**config.mk**
```make
export PLATFORM = sky130hd
export DESIGN_NAME = rv32_e_div_ctrl
export DESIGN_NICKNAME = d
export VERILOG_FILES = /design/src/rtl/rv32_e_div_ctrl.sv
export SDC_FILE = /design/constraint.sdc
export NUM_CORES = 1
export LEC_CHECK = 0
export ABC_AREA = 1
export BUFFER_PORTS_ARGS = -buffer_cell sky130_fd_sc_hd__buf_2
export CAP_MARGIN = 20
export CELL_PAD_IN_SITES_DETAIL_PLACEMENT = 2
export CELL_PAD_IN_SITES_GLOBAL_PLACEMENT = 2
export CORE_ASPECT_RATIO = 0.6
export CORE_MARGIN = 2
export CORE_UTILIZATION = 34
export CTS_BUF_LIST = sky130_fd_sc_hd__clkbuf_8
export CTS_CLUSTER_DIAMETER = 200
export DETAILED_ROUTE_END_ITERATION = 10
export PLACE_DENSITY = 0.9
export SLEW_MARGIN = 20
export SYNTH_ARGS = -nofsm -noshare
export SYNTH_HDL_FRONTEND = slang
export SYNTH_SLANG_ARGS = --single-unit
```
**constraint.sdc**
```tcl
create_clock -name clk_i -period 5.1 [get_ports clk_i]
set_input_delay 0.765 -clock clk_i [delete_from_list [all_inputs] [get_ports clk_i]]
set_output_delay 0.765 -clock clk_i [all_outputs]
set_load 0.01 [all_outputs]
```
**src/rtl/rv32_e_div_ctrl.sv**
```systemverilog
// RV32M divide unit for the execute stage: 32-step radix-2 restoring division
// with a front-end stall until the quotient or remainder is ready.
module rv32_e_div_ctrl (
  input  logic        clk_i,
  input  logic        rst_n_i,
  input  logic        flush_i,
  input  logic        stall_m_i,
  input  logic        valid_i,
  input  logic [1:0]  op_i,
  input  logic [31:0] dividend_i,
  input  logic [31:0] divisor_i,
  output logic        stall_e_o,
  output logic        busy_o,
  output logic        result_valid_o,
  output logic [31:0] result_o
);

  typedef enum logic [1:0] {
    IDLE = 2'd0,
    CALC = 2'd1,
    DONE = 2'd2
  } state_t;

  state_t      state;
  state_t      next_state;

  logic [4:0]  count;
  logic [31:0] rem;
  logic [31:0] quo;
  logic [31:0] div;
  logic [1:0]  op;
  logic        neg_a;
  logic        neg_b;
  logic [31:0] result;
  logic        result_valid;
  logic        busy;

  logic        start;
  logic        abort;
  logic        is_signed;
  logic        dividend_neg;
  logic        divisor_neg;
  logic [31:0] dividend_abs;
  logic [31:0] divisor_abs;
  logic        div_zero;
  logic        overflow;
  logic        special;
  logic [31:0] special_result;

  logic [32:0] rem_shift;
  logic [32:0] trial;
  logic        trial_ok;
  logic [31:0] rem_step;
  logic [31:0] quo_step;
  logic [31:0] quo_fixed;
  logic [31:0] rem_fixed;
  logic [31:0] calc_result;

  // Operand conditioning; |0x80000000| stays 0x80000000, read as unsigned.
  always_comb begin
    start          = (state == IDLE) && valid_i && !flush_i;
    abort          = flush_i || !valid_i;
    is_signed      = !op_i[0];
    dividend_neg   = is_signed && dividend_i[31];
    divisor_neg    = is_signed && divisor_i[31];
    dividend_abs   = dividend_neg ? (32'd0 - dividend_i) : dividend_i;
    divisor_abs    = divisor_neg ? (32'd0 - divisor_i) : divisor_i;
    div_zero       = (divisor_i == 32'd0);
    overflow       = is_signed && (dividend_i == 32'h8000_0000) &&
                     (divisor_i == 32'hFFFF_FFFF);
    special        = div_zero || overflow;
    if (div_zero) begin
      special_result = op_i[1] ? dividend_i : 32'hFFFF_FFFF;
    end else begin
      special_result = op_i[1] ? 32'd0 : 32'h8000_0000;
    end
  end

  // One restoring step plus the sign fix applied on the final step.
  always_comb begin
    rem_shift   = {rem, quo[31]};
    trial       = rem_shift - {1'b0, div};
    trial_ok    = !trial[32];
    rem_step    = trial_ok ? trial[31:0] : rem_shift[31:0];
    quo_step    = {quo[30:0], trial_ok};
    quo_fixed   = (neg_a ^ neg_b) ? (32'd0 - quo_step) : quo_step;
    rem_fixed   = neg_a ? (32'd0 - rem_step) : rem_step;
    calc_result = op[1] ? rem_fixed : quo_fixed;
  end

  always_ff @(posedge clk_i or negedge rst_n_i) begin
    if (!rst_n_i) begin
      state <= IDLE;
    end else begin
      state <= next_state;
    end
  end

  // Flush or a dropped valid_i aborts any operation, taking priority over start.
  always_comb begin
    next_state = state;
    case (state)
      IDLE: begin
        if (start) begin
          next_state = special ? DONE : CALC;
        end
      end
      CALC: begin
        if (abort) begin
          next_state = IDLE;
        end else if (count == 5'd0) begin
          next_state = DONE;
        end
      end
      DONE: begin
        if (abort || !stall_m_i) begin
          next_state = IDLE;
        end
      end
      default: next_state = IDLE;
    endcase
  end

  always_ff @(posedge clk_i or negedge rst_n_i) begin
    if (!rst_n_i) begin
      count        <= 5'd0;
      rem          <= 32'd0;
      quo          <= 32'd0;
      div          <= 32'd0;
      op           <= 2'd0;
      neg_a        <= 1'b0;
      neg_b        <= 1'b0;
      result       <= 32'd0;
      result_valid <= 1'b0;
      busy         <= 1'b0;
    end else begin
      result_valid <= (next_state == DONE);
      busy         <= (next_state != IDLE);
      if (start) begin
        op    <= op_i;
        neg_a <= dividend_neg;
        neg_b <= divisor_neg;
        rem   <= 32'd0;
        quo   <= dividend_abs;
        div   <= divisor_abs;
        count <= 5'd31;
        if (special) begin
          result <= special_result;
        end
      end else if ((state == CALC) && !abort) begin
        rem <= rem_step;
        quo <= quo_step;
        if (count == 5'd0) begin
          result <= calc_result;
        end else begin
          count <= count - 5'd1;
        end
      end
    end
  end

  always_comb begin
    stall_e_o      = valid_i && !flush_i && (state != DONE);
    busy_o         = busy;
    result_valid_o = result_valid;
    result_o       = result_valid ? result : 32'd0;
  end

endmodule

```
# After elaboration in Yosys (flattened, before gate mapping)
# Index checks and enable logic that the tools add are counted.
# word_totals
ff_bits	141
latch_bits	0
ramBits	0
romBits	0
input_bits	71
memories	0
# classes
n_addsub	6
multipliers	0
div_mod_pow	0
order_cmp	0
n_eq_ne	8
shifts	0
mux	27
bitwise	1
n_reduce_logical	26
# ops
cell	n
2-to-1 mux 32 bit	18
subtractor 1 x 32 -> 32 bit, first input constant	4
equality test 32 bit, second input constant	2
subtractor 33 x 32 -> 33 bit	1
zero test 32 bit	1
2-to-1 mux 5 bit	3
2-to-1 mux 2 bit	5
logical AND 1 bit	9
zero test 1 bit	6
one-hot mux 2 bit (3 select lines)	1
nonzero test 2 bit	3
zero test 5 bit	1
subtractor 5 x 1 -> 5 bit, second input constant	1
equality test 2 bit, second input constant	2
inequality test 2 bit, second input constant	2
logical OR 1 bit	3
AND reduction 3 bit	1
equality test 2 x 1 -> 1 bit, second input constant	1
zero test 2 bit	1
inequality test 2 x 1 -> 1 bit, second input constant	1
AND reduction 2 bit	1
bitwise XOR 1 bit	1

# Logic depth before layout (Yosys ltp)
# logic_depth
ltp_word	8
depth_mapped	31
depth_no_buf	29

# Worst setup path before layout
# OpenSTA, ideal clock, no wires.
# synth_timing
path_type	reg-to-reg
from	register quo[31]
to	register result[30]
setup_time_ps	73
t_arrival_ps	3583
required_time_ps	5027
setup_slack_ps	1444
path_stages_with_launch	31
path_buffers	2
period_less_slack_ps	3656
path_cell_list	dfrtp_1 -> inv_1 -> ha_1 -> inv_1 -> fa_1 -> nand2_1 -> nand2_1 -> nand3b_1 -> nand2_2 -> nand2_2 -> nand2_4 -> nand2_4 -> nand3_2 -> nand2_2 -> buf_6 -> buf_4 -> ha_1 -> nand3_1 -> nor2_1 -> a21oi_1 -> inv_1 -> nand2_1 -> nor2_1 -> o21ai_0 -> inv_1 -> o21ai_0 -> a21oi_1 -> o21ai_0 -> nand2_1 -> nand2_1 -> a21oi_2
# synth_between
elab_chain_cells	8
elab_cells_between_ends	11
# synth_lines
item	line	source
from (decl)	29	logic [31:0] quo;
from (signal assigned)	144	quo <= dividend_abs;
from (signal assigned)	152	quo <= quo_step;
subtractor 33 x 32 -> 33 bit	82	trial = rem_shift - {1'b0, div};
2-to-1 mux 32 bit / zero test 1 bit (equally long branches)	84, 83	
subtractor 1 x 32 -> 32 bit (on tied branches)	87, 86	
2-to-1 mux 32 bit (on tied branches)	87, 86	
2-to-1 mux 32 bit (*)	88	calc_result = op[1] ? rem_fixed : quo_fixed;
2-to-1 mux 32 bit (*)	153	if (count == 5'd0) begin
2-to-1 mux 32 bit (*)	150	end else if ((state == CALC) && !abort) begin
2-to-1 mux 32 bit (*)	139	if (start) begin
to (signal assigned)	148	result <= special_result;
to (signal assigned)	154	result <= calc_result;
to (decl)	34	logic [31:0] result;
# Every way passes the cells marked *; elsewhere a longest branch is shown, timed or not. The select of a mux whose other input is x is not followed.
# A chain may end at the register's enable or synchronous reset.

# Worst setup path in the final report
# layout_timing
from	register rem[16]
to	register result[27]
# layout_between
elab_chain_cells	8
elab_cells_between_ends	11
# layout_lines
item	line	source
from (decl)	28	logic [31:0] rem;
from (signal assigned)	151	rem <= rem_step;
subtractor 33 x 32 -> 33 bit	82	
2-to-1 mux 32 bit / zero test 1 bit (equally long branches)	84, 83	
subtractor 1 x 32 -> 32 bit (on tied branches)	87, 86	
2-to-1 mux 32 bit (on tied branches)	87, 86	
2-to-1 mux 32 bit (*)	88	
2-to-1 mux 32 bit (*)	153	
2-to-1 mux 32 bit (*)	150	
2-to-1 mux 32 bit (*)	139	
# Marked as above.

==> results_dict.tcl <==
set metrics [dict create \
    slowest_delay_ns 0.46 \
    synthesis.area_per_instance_um2 6.10 \
    drv_slew 0 \
    final_layout_size_suffix_gt1_share_pct 11.2 \
    fillers 4735 \
    syn_area_um2 13100 \
    synth-edff-count 0 \
    port_buffers 105 \
    worstHoldPathCells 2 \
    whs_ns 0.492 \
    synth-async-reset-ratio_pct 100 \
    worst_ir_drop_vdd_mv 0.236 \
    floorplan.die.height_um 156 \
    drc 0 \
    floorplan.initialDensity_pct 34.6 \
    path_max_fanout 26 \
    utilization_pct 38.4 \
    max-cap-violations 0 \
    multiInputGateArea_um2 8000 \
    cts_sinks 140 \
    yosys_register_bits 140 \
    clock-skew-final_ns 0.0242 \
    inserted_clock_buffers 17 \
    commonest_cells_in_the_netlist "701 x sky130_fd_sc_hd__nand2_1, 330 x sky130_fd_sc_hd__inv_1, 173 x sky130_fd_sc_hd__nor2_1, 143 x sky130_fd_sc_hd__o21ai_0, 140 x sky130_fd_sc_hd__dfrtp_1" \
    slew-limit-headroom_pct 24.7 \
    layout.area.seq_um2 3500 \
    yosysTopAreaCell "sky130_fd_sc_hd__dfrtp_1" \
    path_cells "ha_1 > nand2_1 > nand2_1 > nand2_1 > nand2_1 > nand2_1 > nand2_1 > a21oi_4 > nand3_2 > nand2_2 > buf_4 > nand3_1 > inv_1 > nand2_1 > nor2_1 > nand2_1 > nand2_2 > nand3_1 > xor2_1 > nand2_1 > nand2_1 > nand2_1 > nand2_1 > nand2_1" \
    clock_tree.buffer_depth 2 \
    finalSetupTns_ns 0 \
    setup_repair_after_global_routing_missed_its_margin "false" \
    timing_worst_slew_pin_value_ns 1.12 \
    gr-total-overflow 0 \
    finalCriticalPeriod_ns 4.56 \
    final-hold-violation-count 0 \
    clock.fmax_mhz 220 \
    final_min_period_over_clock_period_pct 89.3 \
    die_width_um 257 \
    setup_viol 0 \
    vias 15700 \
    grt_pass1_wl_mm 103 \
    power.leakage_nw 7.95 \
    synth-main-ff-cell "sky130_fd_sc_hd__dfrtp_1" \
    setup.worst_path.start_class "flop" \
    grtUsageTotal_pct 33.7 \
    area_delta_synth_final_pct 11.1 \
    number_of_antenna_violations_at_the_first_check_in_global_routing 3 \
    synthDistinctLibCells 43 \
    library_cell_with_the_highest_instance_count_after_synthesis "sky130_fd_sc_hd__nand2_1" \
    top_level_ports 106 \
    cts.repair_timing.setup_buffer_count 0 \
    critical_path_required_ns 5.55 \
    yosys_warnings 0 \
    placeableCoreArea_um2 37800 \
    worstHoldPathType "reg2reg" \
    ff2ff_path_depth 24 \
    slowest_library_cell_on_the_worst_path "sky130_fd_sc_hd__dfrtp_1" \
    fin_nets 2336 \
    rows 55 \
    mappedNetlistNets 2257 \
    routed_wirelength_mm 67.0 \
    antenna-diode-count 0 \
    clk_pin_slew_worst_paths_ns 0.11 \
    detail-route-antenna-nets 0 \
    htreeDepth 4 \
    critical_path_class "reg2reg" \
    synth-seq-area-share_pct 26.8 \
    finalWeightedCongestion 0.913 \
    half_perimeter_wire_length_after_detailed_placement_mm 49.7 \
    vias_per_cell 5.71 \
    synth.top_cells.by_area "sky130_fd_sc_hd__dfrtp_1 27%, sky130_fd_sc_hd__nand2_1 20%, sky130_fd_sc_hd__inv_1 9.5%" \
    synthesis.instances 2147 \
    detailedRoute.firstIterationViolations 1438 \
    worst_ep_arrival_time_ns 5.00 \
    die_area_um2 40200 \
    tritoncts "done" \
    root_buffer "sky130_fd_sc_hd__clkbuf_8" \
    grt_start_max_net_pins 135 \
    critPathCaptureType "flop" \
    dr.pass1.iters 8 \
    power_per_cell_area_nw_per_um2 545 \
    outcome "finished, final reports clean" \
    routedWlPerCell_um 24.3 \
    synthDominantCellAreaShare_pct 26.8 \
    clkLatencyLatePin_ns 0.55 \
    first_global_vias 17000 \
    critical-path-top-cell-by-count "sky130_fd_sc_hd__nand2_1" \
]
what timing repair did:
item / CTS / global route
endpoints found under the hold margin: 6 / 0
gates resized for setup: 0 / 0
hold buffers: 1 / 0
cells in the final DEF (no fill, tap or decap), types with 38 or more instances in the layout:
cell                      Yosys  routed
sky130_fd_sc_hd__xor2_1      62      62
sky130_fd_sc_hd__o21ai_0    143     143
sky130_fd_sc_hd__nor2_1     173     171
sky130_fd_sc_hd__nand2_1    701     701
sky130_fd_sc_hd__buf_2        9     104
sky130_fd_sc_hd__nor3_1      39      39
sky130_fd_sc_hd__nand2_2     39      39
sky130_fd_sc_hd__inv_1      330     330
sky130_fd_sc_hd__nand3_1    112     112
sky130_fd_sc_hd__a21oi_1     81      81
sky130_fd_sc_hd__dfrtp_1    140     139
sky130_fd_sc_hd__ha_1        38      38
power by group:
part	internal, mW	leakage (nW)	switching, mW	total [mW]
sequential	1.30	1.79	0.226	1.53
clock	0.456	0.199	0.599	1.06
combinational	1.42	5.97	3.92	5.34
total	3.18	7.95	4.75	7.92
flip-flops by register name (all words and copies together), names as in the netlist:
signal	cells
count	5
neg_a	1
rem	32
div	32
result	32
result_valid_o	1
neg_b	1
op	1
state	2
quo	32
busy_o	1
through the flow:
stage,total power [mW],cells,setup WS (ns),area [µm²]
2_1_floorplan,4.87,2147,1.44,13100
4_1_cts,7.77,2752,0.665,14600
6_report,7.92,2752,0.544,14600
3_5_place_dp,6.53,2719,0.482,14100
5_1_grt,8.40,2752,0.260,14600
3_3_place_gp,6.15,2719,0.586,14100
worst paths after layout:
check,start,endpoint,slack [ns]
max,rem[16],result[27],0.54
min,result[5],result[5],0.49
max reg2reg,rem[16],result[27],0.54
min reg2reg,result[5],result[5],0.49
max in group asynchronous,rst_n_i,div[6],3.38
min in group asynchronous,rst_n_i,rem[5],0.58
layer usage:
| metal | global-route usage (%) | share of wire (%) | vias up |
|---|---|---|---|
| li1 | - | - | 6981 |
| met1 | 46.3 | 46 | 8016 |
| met2 | 53.0 | 44 | 596 |
| met3 | 6.74 | 7.5 | 122 |
| met4 | 11.2 | 2.6 | 0 |
| met5 | 0 | 0 | - |
kinds of logic after synthesis:
logic type / after synthesis / synth area share [%]
xor gates and xnor gates: 77 / 5.15
buffers and inverters: 406 / 12.3
DFF: 140 / 26.8
AOI/OAI and AO/OA: 337 / 14.6
adders and majority gates: 39 / 3.78
and+or+nand+nor: 1148 / 37.5
layout make-up:
class                           count  area share, %
Clock buffer                       18           1.70
Clock inverter                     14           1.07
Inverter                          338           8.72
Multi-Input combinational cell   1601           55.0
Sequential cell                   140           24.1
Tap cell                          513           4.41
Timing Repair Buffer              128           5.03
worst max-delay path: cells and delay by family (launching register included):
family | cells | cell delay (ns)
XOR/XNOR | 1 | 0.17
adder cells (fa/ha/maj) | 1 | 0.42
flip-flops | 1 | 0.46
AO/OA/AOI/OAI | 1 | 0.30
buffers and inverters | 2 | 0.43
AND/OR/NAND/NOR | 19 | 2.65
(Power assumes the default switching activity.)
